## src/rtl/fetcher_pkg.sv

```systemverilog
// Shared constants, decode helpers and types for the RV32IC fetch stage.
// Immediate extractors return the sign-extended byte offset of a control-flow instruction.
package fetcher_pkg;

   localparam int XLEN = 32;

   localparam logic [6:0] OP_JAL    = 7'b1101111;
   localparam logic [6:0] OP_BRANCH = 7'b1100011;
   localparam logic [6:0] OP_JALR   = 7'b1100111;

   localparam logic [1:0] C_Q1      = 2'b01;
   localparam logic [2:0] C_F3_JAL  = 3'b001;
   localparam logic [2:0] C_F3_J    = 3'b101;
   localparam logic [2:0] C_F3_BEQZ = 3'b110;
   localparam logic [2:0] C_F3_BNEZ = 3'b111;

   localparam logic [1:0] BHT_CNT_RST = 2'b01;

   typedef enum logic [1:0] {
      K_SEQ    = 2'b00,
      K_JUMP   = 2'b01,
      K_BRANCH = 2'b10
   } cf_kind_e;

   function automatic logic [XLEN-1:0] imm_j(input logic [XLEN-1:0] i);
      return {{11{i[31]}}, i[31], i[19:12], i[20], i[30:21], 1'b0};
   endfunction

   function automatic logic [XLEN-1:0] imm_b(input logic [XLEN-1:0] i);
      return {{19{i[31]}}, i[31], i[7], i[30:25], i[11:8], 1'b0};
   endfunction

   function automatic logic [XLEN-1:0] imm_cj(input logic [XLEN-1:0] i);
      return {{20{i[12]}}, i[12], i[8], i[10:9], i[6], i[7], i[2], i[11], i[5:3], 1'b0};
   endfunction

   function automatic logic [XLEN-1:0] imm_cb(input logic [XLEN-1:0] i);
      return {{23{i[12]}}, i[12], i[6:5], i[2], i[11:10], i[4:3], 1'b0};
   endfunction

endpackage

```

## src/rtl/fetcher_bht.sv

```systemverilog
// Branch history table: 2-bit saturating counters, combinational lookup,
// synchronous update; the lookup always sees the value from before this edge's update.
module bht
   import fetcher_pkg::*;
#(
   parameter int IDX_W = 8
) (
   input  logic             clk,
   input  logic             rst,
   input  logic             rdy,
   input  logic [IDX_W-1:0] rd_idx,
   output logic             rd_taken,
   input  logic             upd_en,
   input  logic [IDX_W-1:0] upd_idx,
   input  logic             upd_taken
);

   localparam int DEPTH = 1 << IDX_W;

   logic [1:0] cnt_q [DEPTH];
   logic [1:0] cnt_d [DEPTH];
   logic [1:0] cur_s;

   assign rd_taken = cnt_q[rd_idx][1];
   assign cur_s    = cnt_q[upd_idx];

   // Saturating counter update for the resolved branch
   always_comb begin
      cnt_d = cnt_q;
      if (upd_en) begin
         if (upd_taken && (cur_s != 2'b11)) begin
            cnt_d[upd_idx] = cur_s + 2'b01;
         end else if (!upd_taken && (cur_s != 2'b00)) begin
            cnt_d[upd_idx] = cur_s - 2'b01;
         end else begin
            cnt_d[upd_idx] = cur_s;
         end
      end else begin
         cnt_d = cnt_q;
      end
   end

   // Counter storage, frozen while rdy is low
   always_ff @(posedge clk or negedge rst) begin
      if (!rst) begin
         for (int k = 0; k < DEPTH; k++) begin
            cnt_q[k] <= BHT_CNT_RST;
         end
      end else if (rdy) begin
         cnt_q <= cnt_d;
      end
   end

endmodule

```

## src/rtl/fetcher.sv

```systemverilog
// Instruction fetch stage: holds the fetch PC, captures I-cache hits and
// forwards them with a static/BHT-based prediction of the next PC.
module fetcher
   import fetcher_pkg::*;
#(
   parameter int              BHT_IDX_W = 8,
   parameter logic [XLEN-1:0] RESET_PC  = {XLEN{1'b0}}
) (
   input  logic            clk,
   input  logic            rst,
   input  logic            rdy,
   input  logic            flush,
   input  logic [XLEN-1:0] flush_pc,
   input  logic            iq_full,
   input  logic            icache_ready,
   input  logic [XLEN-1:0] icache_inst,
   output logic            fet_icache_enable,
   output logic [XLEN-1:0] fet_pc,
   output logic            fet_inst_valid,
   output logic [XLEN-1:0] fet_inst,
   output logic [XLEN-1:0] fet_inst_pc,
   output logic            fet_is_c,
   output logic            fet_pred_taken,
   output logic [XLEN-1:0] fet_pred_pc,
   input  logic            bp_update_en,
   input  logic [XLEN-1:0] bp_update_pc,
   input  logic            bp_update_taken
);

   logic [XLEN-1:0] pc_q, pc_d;
   logic            valid_q, valid_d;
   logic [XLEN-1:0] inst_q, inst_d;
   logic [XLEN-1:0] inst_pc_q, inst_pc_d;
   logic            is_c_q, is_c_d;
   logic            pred_taken_q, pred_taken_d;
   logic [XLEN-1:0] pred_pc_q, pred_pc_d;

   logic            is_c_s;
   logic            accept_s;
   logic            bht_taken_s;
   logic            pred_taken_s;
   logic [XLEN-1:0] seq_pc_s;
   logic [XLEN-1:0] imm_s;
   logic [XLEN-1:0] pred_pc_s;
   cf_kind_e        kind_s;
   logic            unused_bp_pc_s;

   assign fet_icache_enable = rst && !flush && !iq_full;
   assign accept_s          = fet_icache_enable && icache_ready;
   assign is_c_s            = (icache_inst[1:0] != 2'b11);
   assign seq_pc_s          = pc_q + (is_c_s ? 32'd2 : 32'd4);
   assign unused_bp_pc_s    = ^{bp_update_pc[XLEN-1:BHT_IDX_W+1], bp_update_pc[0]};

   bht #(.IDX_W(BHT_IDX_W)) u_bht (
      .clk       (clk),
      .rst       (rst),
      .rdy       (rdy),
      .rd_idx    (pc_q[BHT_IDX_W:1]),
      .rd_taken  (bht_taken_s),
      .upd_en    (bp_update_en),
      .upd_idx   (bp_update_pc[BHT_IDX_W:1]),
      .upd_taken (bp_update_taken)
   );

   // Classify the fetched word as sequential, unconditional jump or conditional branch
   always_comb begin
      kind_s = K_SEQ;
      imm_s  = 32'd0;
      if (is_c_s) begin
         if (icache_inst[1:0] == C_Q1) begin
            case (icache_inst[15:13])
               C_F3_J, C_F3_JAL: begin
                  kind_s = K_JUMP;
                  imm_s  = imm_cj(icache_inst);
               end
               C_F3_BEQZ, C_F3_BNEZ: begin
                  kind_s = K_BRANCH;
                  imm_s  = imm_cb(icache_inst);
               end
               default: kind_s = K_SEQ;
            endcase
         end else begin
            kind_s = K_SEQ;
         end
      end else begin
         case (icache_inst[6:0])
            OP_JAL: begin
               kind_s = K_JUMP;
               imm_s  = imm_j(icache_inst);
            end
            OP_BRANCH: begin
               kind_s = K_BRANCH;
               imm_s  = imm_b(icache_inst);
            end
            OP_JALR: kind_s = K_SEQ;
            default: kind_s = K_SEQ;
         endcase
      end
   end

   // Resolve the prediction into a next-PC
   always_comb begin
      case (kind_s)
         K_JUMP:   pred_taken_s = 1'b1;
         K_BRANCH: pred_taken_s = bht_taken_s;
         default:  pred_taken_s = 1'b0;
      endcase
      if (pred_taken_s) begin
         pred_pc_s = pc_q + imm_s;
      end else begin
         pred_pc_s = seq_pc_s;
      end
   end

   // Next state: flush beats a hit; a miss or a blocked queue just holds the PC
   always_comb begin
      pc_d         = pc_q;
      valid_d      = 1'b0;
      inst_d       = inst_q;
      inst_pc_d    = inst_pc_q;
      is_c_d       = is_c_q;
      pred_taken_d = pred_taken_q;
      pred_pc_d    = pred_pc_q;
      if (flush) begin
         pc_d = flush_pc;
      end else if (accept_s) begin
         pc_d         = pred_pc_s;
         valid_d      = 1'b1;
         inst_d       = icache_inst;
         inst_pc_d    = pc_q;
         is_c_d       = is_c_s;
         pred_taken_d = pred_taken_s;
         pred_pc_d    = pred_pc_s;
      end else begin
         valid_d = 1'b0;
      end
   end

   // Architectural fetch state and output registers
   always_ff @(posedge clk or negedge rst) begin
      if (!rst) begin
         pc_q         <= RESET_PC;
         valid_q      <= 1'b0;
         inst_q       <= 32'd0;
         inst_pc_q    <= 32'd0;
         is_c_q       <= 1'b0;
         pred_taken_q <= 1'b0;
         pred_pc_q    <= 32'd0;
      end else if (rdy) begin
         pc_q         <= pc_d;
         valid_q      <= valid_d;
         inst_q       <= inst_d;
         inst_pc_q    <= inst_pc_d;
         is_c_q       <= is_c_d;
         pred_taken_q <= pred_taken_d;
         pred_pc_q    <= pred_pc_d;
      end
   end

   assign fet_pc         = pc_q;
   assign fet_inst_valid = valid_q;
   assign fet_inst       = inst_q;
   assign fet_inst_pc    = inst_pc_q;
   assign fet_is_c       = is_c_q;
   assign fet_pred_taken = pred_taken_q;
   assign fet_pred_pc    = pred_pc_q;

endmodule
```

## config.mk

```make
export PLATFORM = sky130hd
export DESIGN_NAME = fetcher
export DESIGN_NICKNAME = d
export VERILOG_FILES = /design/src/rtl/fetcher_pkg.sv /design/src/rtl/fetcher_bht.sv /design/src/rtl/fetcher.sv
export SDC_FILE = /design/constraint.sdc
export NUM_CORES = 2
export LEC_CHECK = 0
export BUFFER_PORTS_ARGS = -buffer_cell sky130_fd_sc_hd__clkbuf_2
export CAP_MARGIN = 20
export CORE_MARGIN = 2
export CORE_UTILIZATION = 35
export CTS_CLUSTER_DIAMETER = 60
export DETAILED_ROUTE_END_ITERATION = 16
export HOLD_SLACK_MARGIN = 0.15
export SYNTH_ARGS = -nofsm -noshare
export SYNTH_HDL_FRONTEND = slang
export SYNTH_SLANG_ARGS = --single-unit
```

## constraint.sdc

```tcl
create_clock -name clk -period 11.5 [get_ports clk]
set_input_delay 0.575 -clock clk [delete_from_list [all_inputs] [get_ports clk]]
set_output_delay 0.575 -clock clk [all_outputs]
set_load 0.005 [all_outputs]
```

; Word-level counts from Yosys, hierarchy flattened
; Index checks and enable logic that the tools add are counted.
[op_classes]
n_addsub = 4
n_mul = 0
div_mod_pow = 0
order_cmp = 3
eq_ne = 11
shift = 0
muxes = 28
bitwise = 3
n_reduce_logical = 16
[op_table]
columns = operator, n
row1 = 512-bit bitwise mux, 3
row2 = 512-bit two-way mux, 2
row3 = 32-bit two-way mux, 5
row4 = 32-bit case mux with 2 select lines, 2
row5 = 32-bit by 3-bit adder with 32-bit output, 1
row6 = 32-bit adder, 1
row7 = 2-bit binary-select mux with 8-bit select, 2
row8 = 9-bit greater-or-equal comparator (second input constant), 2
row9 = 8-bit inverter with 9-bit output, 2
row10 = 2-bit demux with 8-bit select, 1
row11 = 7-bit == test (second input constant), 2
row12 = 2-bit two-way mux, 7
row13 = 3-bit == test (second input constant), 3
row14 = 9-bit by 1-bit less-than comparator with 1-bit output (second input constant), 1
row15 = 2-bit case mux with 2 select lines, 2
row16 = 1-bit logical AND, 6
row17 = 2-bit by 1-bit == test with 1-bit output (second input constant), 2
row18 = 2-bit != test (second input constant), 2
row19 = 2-bit AND reduction, 2
row20 = 2-bit nonzero test, 2
row21 = 2-bit OR reduction, 2
row22 = 3-bit by 1-bit == test with 1-bit output (second input constant), 1
row23 = 1-bit zero test, 3
row24 = 3-bit two-way mux, 1
row25 = 7 further kinds, 8
[totals]
ff_bits = 643
latch_bits = 0
mem_bits_rw = 0
romBits = 0
in_bits = 104
output_inout_bits = 132
word_cells = 328
mem_count = 0

; Depth between registers and ports, before layout
[depth]
ltp_word = 10
mapped_depth = 25
ltp_nobuf = 24

; Modules after synthesis
; From an unflattened synthesis, not the netlist that was laid out.
[unflattened]
cells_unflattened = 3151
hier_area_um2 = 34180.3
[by_module_without_submodules]
columns = module, instances, cells_per_inst, area_each_um2, seq_area_each_um2
row1 = bht, 1, 2313, 27194.8, 13132.6
row2 = fetcher, 1, 838, 6985.4, 3253.1

; Worst setup path after synthesis
; OpenSTA, ideal clock, no wires.
[synth_path]
kind = register -> register
startpoint = reg pc_q[1] (netlist: fet_pc[1])
endpoint = reg pred_pc_q[31] (netlist: fet_pred_pc[31])
setup_time_ps = 133
arrival_time_ps = 5565
t_required_ps = 11367
setup_slack_ps = 5802
stages_incl_launch_ff = 25
path_buffers = 5
period_less_slack_ps = 5698
path_cell_list = dfrtp_1 -> buf_2 -> buf_4 -> buf_2 -> buf_2 -> mux2_2 -> a222oi_1 -> o2111ai_1 -> o41ai_1 -> a22oi_1 -> a21oi_2 -> clkbuf_1 -> a21oi_1 -> ha_1 -> fa_1 -> a211oi_1 -> o21bai_1 -> o41ai_1 -> a21oi_1 -> o221a_2 -> o211ai_1 -> o21ai_0 -> xnor2_1 -> xor2_1 -> o21ai_0
[synth_via]
elab_chain_len = 6
elab_cells_between_ends = 8
classes_between = add/sub: 2 / mux: 5 / bitwise: 1
[synth_lines]
columns = element, line
row1 = from (decl), fetcher.sv:30  ; logic [XLEN-1:0] pc_q, pc_d;
row2 = from (signal assigned), fetcher.sv:150  ; pc_q <= pc_d;
row3 = 8-bit inverter with 9-bit output (not written as such), fetcher_bht.sv:24  ; assign rd_taken = cnt_q[rd_idx][1];
row4 = 2-bit binary-select mux with 8-bit select, fetcher_bht.sv:24
row5 = 2-bit two-way mux (not written as such) (2 in series), fetcher_bht.sv:24
row6 = 1-bit case mux with 2 select lines, fetcher.sv:103  ; case (kind_s)
row7 = 32-bit two-way mux (*), fetcher.sv:108  ; if (pred_taken_s) begin
row8 = to (signal assigned), fetcher.sv:156  ; pred_pc_q <= pred_pc_d;
row9 = to (decl), fetcher.sv:36  ; logic [XLEN-1:0] pred_pc_q, pred_pc_d;
; Mark *: on every way between the ends. The rest lies on a longest branch, timed or not. The select of a mux whose other input is x is not followed.
; A chain may end at the register's enable or synchronous reset.

; Worst setup path in the final report
[layout_path]
startpoint = reg pc_q[2] (netlist: fet_pc[2])
endpoint = reg pc_q[31] (netlist: fet_pc[31])
[layout_via]
elab_chain_len = 8
elab_cells_between_ends = 10
classes_between = add/sub: 2 / mux: 7 / bitwise: 1
[layout_lines]
columns = element, line
row1 = 8-bit inverter with 9-bit output (not written as such), fetcher_bht.sv:24
row2 = 2-bit binary-select mux with 8-bit select, fetcher_bht.sv:24
row3 = 2-bit two-way mux (not written as such) (2 in series), fetcher_bht.sv:24
row4 = 1-bit case mux with 2 select lines, fetcher.sv:103
row5 = 32-bit two-way mux (*), fetcher.sv:108
row6 = 32-bit two-way mux (*), fetcher.sv:126  ; end else if (accept_s) begin
row7 = 32-bit two-way mux (*), fetcher.sv:124  ; if (flush) begin
; Marked as above.

==> results_dict.tcl <==
set metrics [dict create \
    start_util_pct 35.2 \
    ys_warn_count 0 \
    drtIter0Drc 2132 \
    grt-ovfl-total 0 \
    grt_pass1_vias 25000 \
    min_path_type "in2reg" \
    path_max_fanout 38 \
    post-place-ws_ps 3980 \
    min_delay_path_depth 3 \
    drtPass1Iterations 7 \
    netlist.area_leader.share_pct 28.4 \
    fin_area_sq_um 38500 \
    cp-startpoint "fet_pc[2]" \
    postSynthCellCount 3241 \
    nFillCells 9316 \
    vias_per_cell 5.45 \
    worstPathArrival_ps 8190 \
    yosys.area_share.adder_pct 1.31 \
    setup_viol_count_final 0 \
    layout_commonest_cell "nand2_1" \
    syn-cell-area_sq_um 34000 \
    synth_ff_type "dfrtp_1" \
    dpl-instance-area_sq_um 35900 \
    yosysSeqAreaShare_pct 48.1 \
    cap_violations 0 \
    fin_ws_ps 3860 \
    r2r_start "fet_pc[2]" \
    area_growth_pct 13.2 \
    rows 114 \
    cts_resized 0 \
    synth_mux_area_share_pct 15.2 \
    routed_wl_mm 105 \
    globalRouteTotalUtil_pct 20.8 \
    stdcell_count 4725 \
    leakagePower_nw 15.7 \
    antenna_found_initial 3 \
    min_period_ps 7640 \
    insertion_delay_ps 630 \
    finalHoldWorstSlack_ps 171 \
    slew_violations 0 \
    synth_nets 3380 \
    yosysTopAreaCell "dfrtp_1" \
    synth_area_leaders "dfrtp_1 28%, dfstp_2 20%, mux4_2 13%" \
    core-area_sq_um 96600 \
    nets 3525 \
    r2r_setup_slack_ps 3860 \
    cp-end-kind "register" \
    cts.clk_slew.worst_paths_ps 60 \
    r2r-end "fet_pc[31]" \
    fin_skew_ps 28.0 \
    ys_types 72 \
    worstMarginPinSlew_ps 1210 \
    wl_per_cell_microns 22.2 \
    io_pins 236 \
    hold_buffers 2 \
    numCtsBuffers 74 \
    cp_data_required_time_ps 12050 \
    async_reset_ff_share_pct 100 \
    dp_cells 4579 \
    drc 0 \
    relSlewSlack_pct 19.1 \
    endpoint "fet_pc[31]" \
    layout_common_cells "1,011 x nand2_1, 384 x dfrtp_1, 346 x o21ai_0, 256 x dfstp_2, 210 x o21ai_2" \
    rr_worst_depth 21 \
    period_share_pct 66.4 \
    max_freq_ghz 0.131 \
    postCtsSetupRepairBufs 0 \
    fp.dieW_microns 316 \
    numClockSinks 642 \
    finalHoldViolations 0 \
    postSynthAreaPerCell_sq_um 10.5 \
    powerDensity_nw_per_um2 155 \
    port_buffers 211 \
    drtAntennaViolNets 0 \
    drive_above_1_share_pct 32.1 \
    ys_seq_elements 642 \
    h-tree-depth 3 \
    grt_max_degree 211 \
    start_kind "register" \
    synth-compound-area-share_pct 15.8 \
    gp_congestion 0.859 \
    finalSetupTns_ps 0 \
    hpwl_mm 69.4 \
    synth_edf_count 0 \
    worstSetupPathType "reg2reg" \
    clock-root-buffer "clkbuf_16" \
    rsz0062_at_grt "no" \
    clk_path_buf_depth 3 \
    min_from "icache_inst[20]" \
    dieHeight_microns 316 \
    via_count 25800 \
    cts_tree "done" \
    ir_drop_v 0.0000940 \
    synth_xor_area_share_pct 0.827 \
    yosys.area_share.simple_pct 14.5 \
    grt_pass1_wl_mm 159 \
    die-area_sq_um 99700 \
    synth_top_family_by_area "compound AO/OA/AOI/OAI gates" \
    status "finished, final reports clean" \
]
## worst max-delay path: stages (launching register included)
cell      delay [ps]
dfrtp_4          940
buf_4            730
mux4_2           620
a22oi_1          200
nand3_1          130
a221oi_1         350
buf_4            220
o22ai_1           90
a21oi_2          570
a21oi_1          200
ha_1             260
fa_1             460
a211oi_1         230
o21bai_1         160
o41ai_1          640
a21oi_1          310
o221a_2          340
o211ai_1         230
o21ai_0          150
xnor2_1          340
o221ai_1         180
a21oi_1          140
## layer usage
| layer | vias to the layer above | track usage (%) | part of all wire [%] |
|---|---|---|---|
| met5 | - | 0 | 0.0095 |
| li1 | 11800 | - | - |
| met3 | 176 | 3.92 | 7.2 |
| met1 | 12900 | 28.3 | 43 |
| met4 | 2 | 5.92 | 2.7 |
| met2 | 876 | 34.0 | 48 |
## cell usage after synthesis, types with 14 or more instances
master and n:
o21ai_0 346, a21o_1 16, ha_1 34, nand2b_1 14, mux2_2 14, clkbuf_1 96, inv_1 21, nor2_1 95
nand3_1 20, buf_2 45, a22oi_1 23, nor2b_1 19, buf_12 22, xnor2_1 16, a21oi_1 67, dfstp_2 256
o31ai_1 42, buf_4 14, mux2i_1 48, o21ai_2 210, nor3_1 20, buf_6 15, mux4_2 202, dfrtp_1 386
nand2_1 1011, o21ai_1 18
## worst min-delay path by stage
stage / to
2_1_floorplan: fet_inst[0]
3_3_place_gp: u_bht.cnt_q[24]
3_5_place_dp: u_bht.cnt_q[16]
4_1_cts: fet_inst[20]
5_1_grt: fet_pc[0]
6_report: fet_inst[20]
## per-stage QoR
step	power, W	util (%)
after floorplan	0.00317	-
after global placement	0.00355	37.2
after detailed placement	0.00357	37.2
after CTS	0.00601	39.8
after global routing	0.00621	39.9
final	0.00597	39.9
## report_power, final
| part | total, W | switching, W | leakage, nW | internal (W) |
|---|---|---|---|---|
| Combinational | 0.000927 | 0.000590 | 6.67 | 0.000336 |
| Clock | 0.00244 | 0.000997 | 1.23 | 0.00144 |
| Sequential | 0.00260 | 0.000160 | 7.84 | 0.00244 |
| Total | 0.00597 | 0.00175 | 15.7 | 0.00422 |
## cell type report
type | count | area (sq um) | share of cell area, %
multi-input combinational | 2377 | 16300 | 42.4
antenna | 2 | 5.00 | 0.0130
clock inverter | 28 | 323 | 0.838
tap | 1276 | 1600 | 4.14
inverter | 21 | 78.8 | 0.205
timing repair buffer | 270 | 1620 | 4.22
clock buffer | 109 | 2190 | 5.67
sequential | 642 | 16400 | 42.5
## sequential cells by signal (all words and copies together), names as in the netlist
| signal | flops |
|---|---|
| fet_inst_valid | 1 |
| u_bht.cnt_q | 512 |
| fet_pc | 32 |
| fet_inst_pc | 32 |
| fet_pred_pc | 31 |
| fet_inst | 32 |
| fet_is_c | 1 |
| fet_pred_taken | 1 |
## cells by family (layout without fill, tap and decap cells)
logic type,after synthesis,in the layout
XOR/XNOR,30,30
buffers and inverters,222,428
AND/OR/NAND/NOR,1235,1235
adder cells (fa/ha/maj),35,35
AO/OA/AOI/OAI,813,813
multiplexers,264,264
flip-flops,642,642
other,0,2
Power figures use the tool's default switching activity.
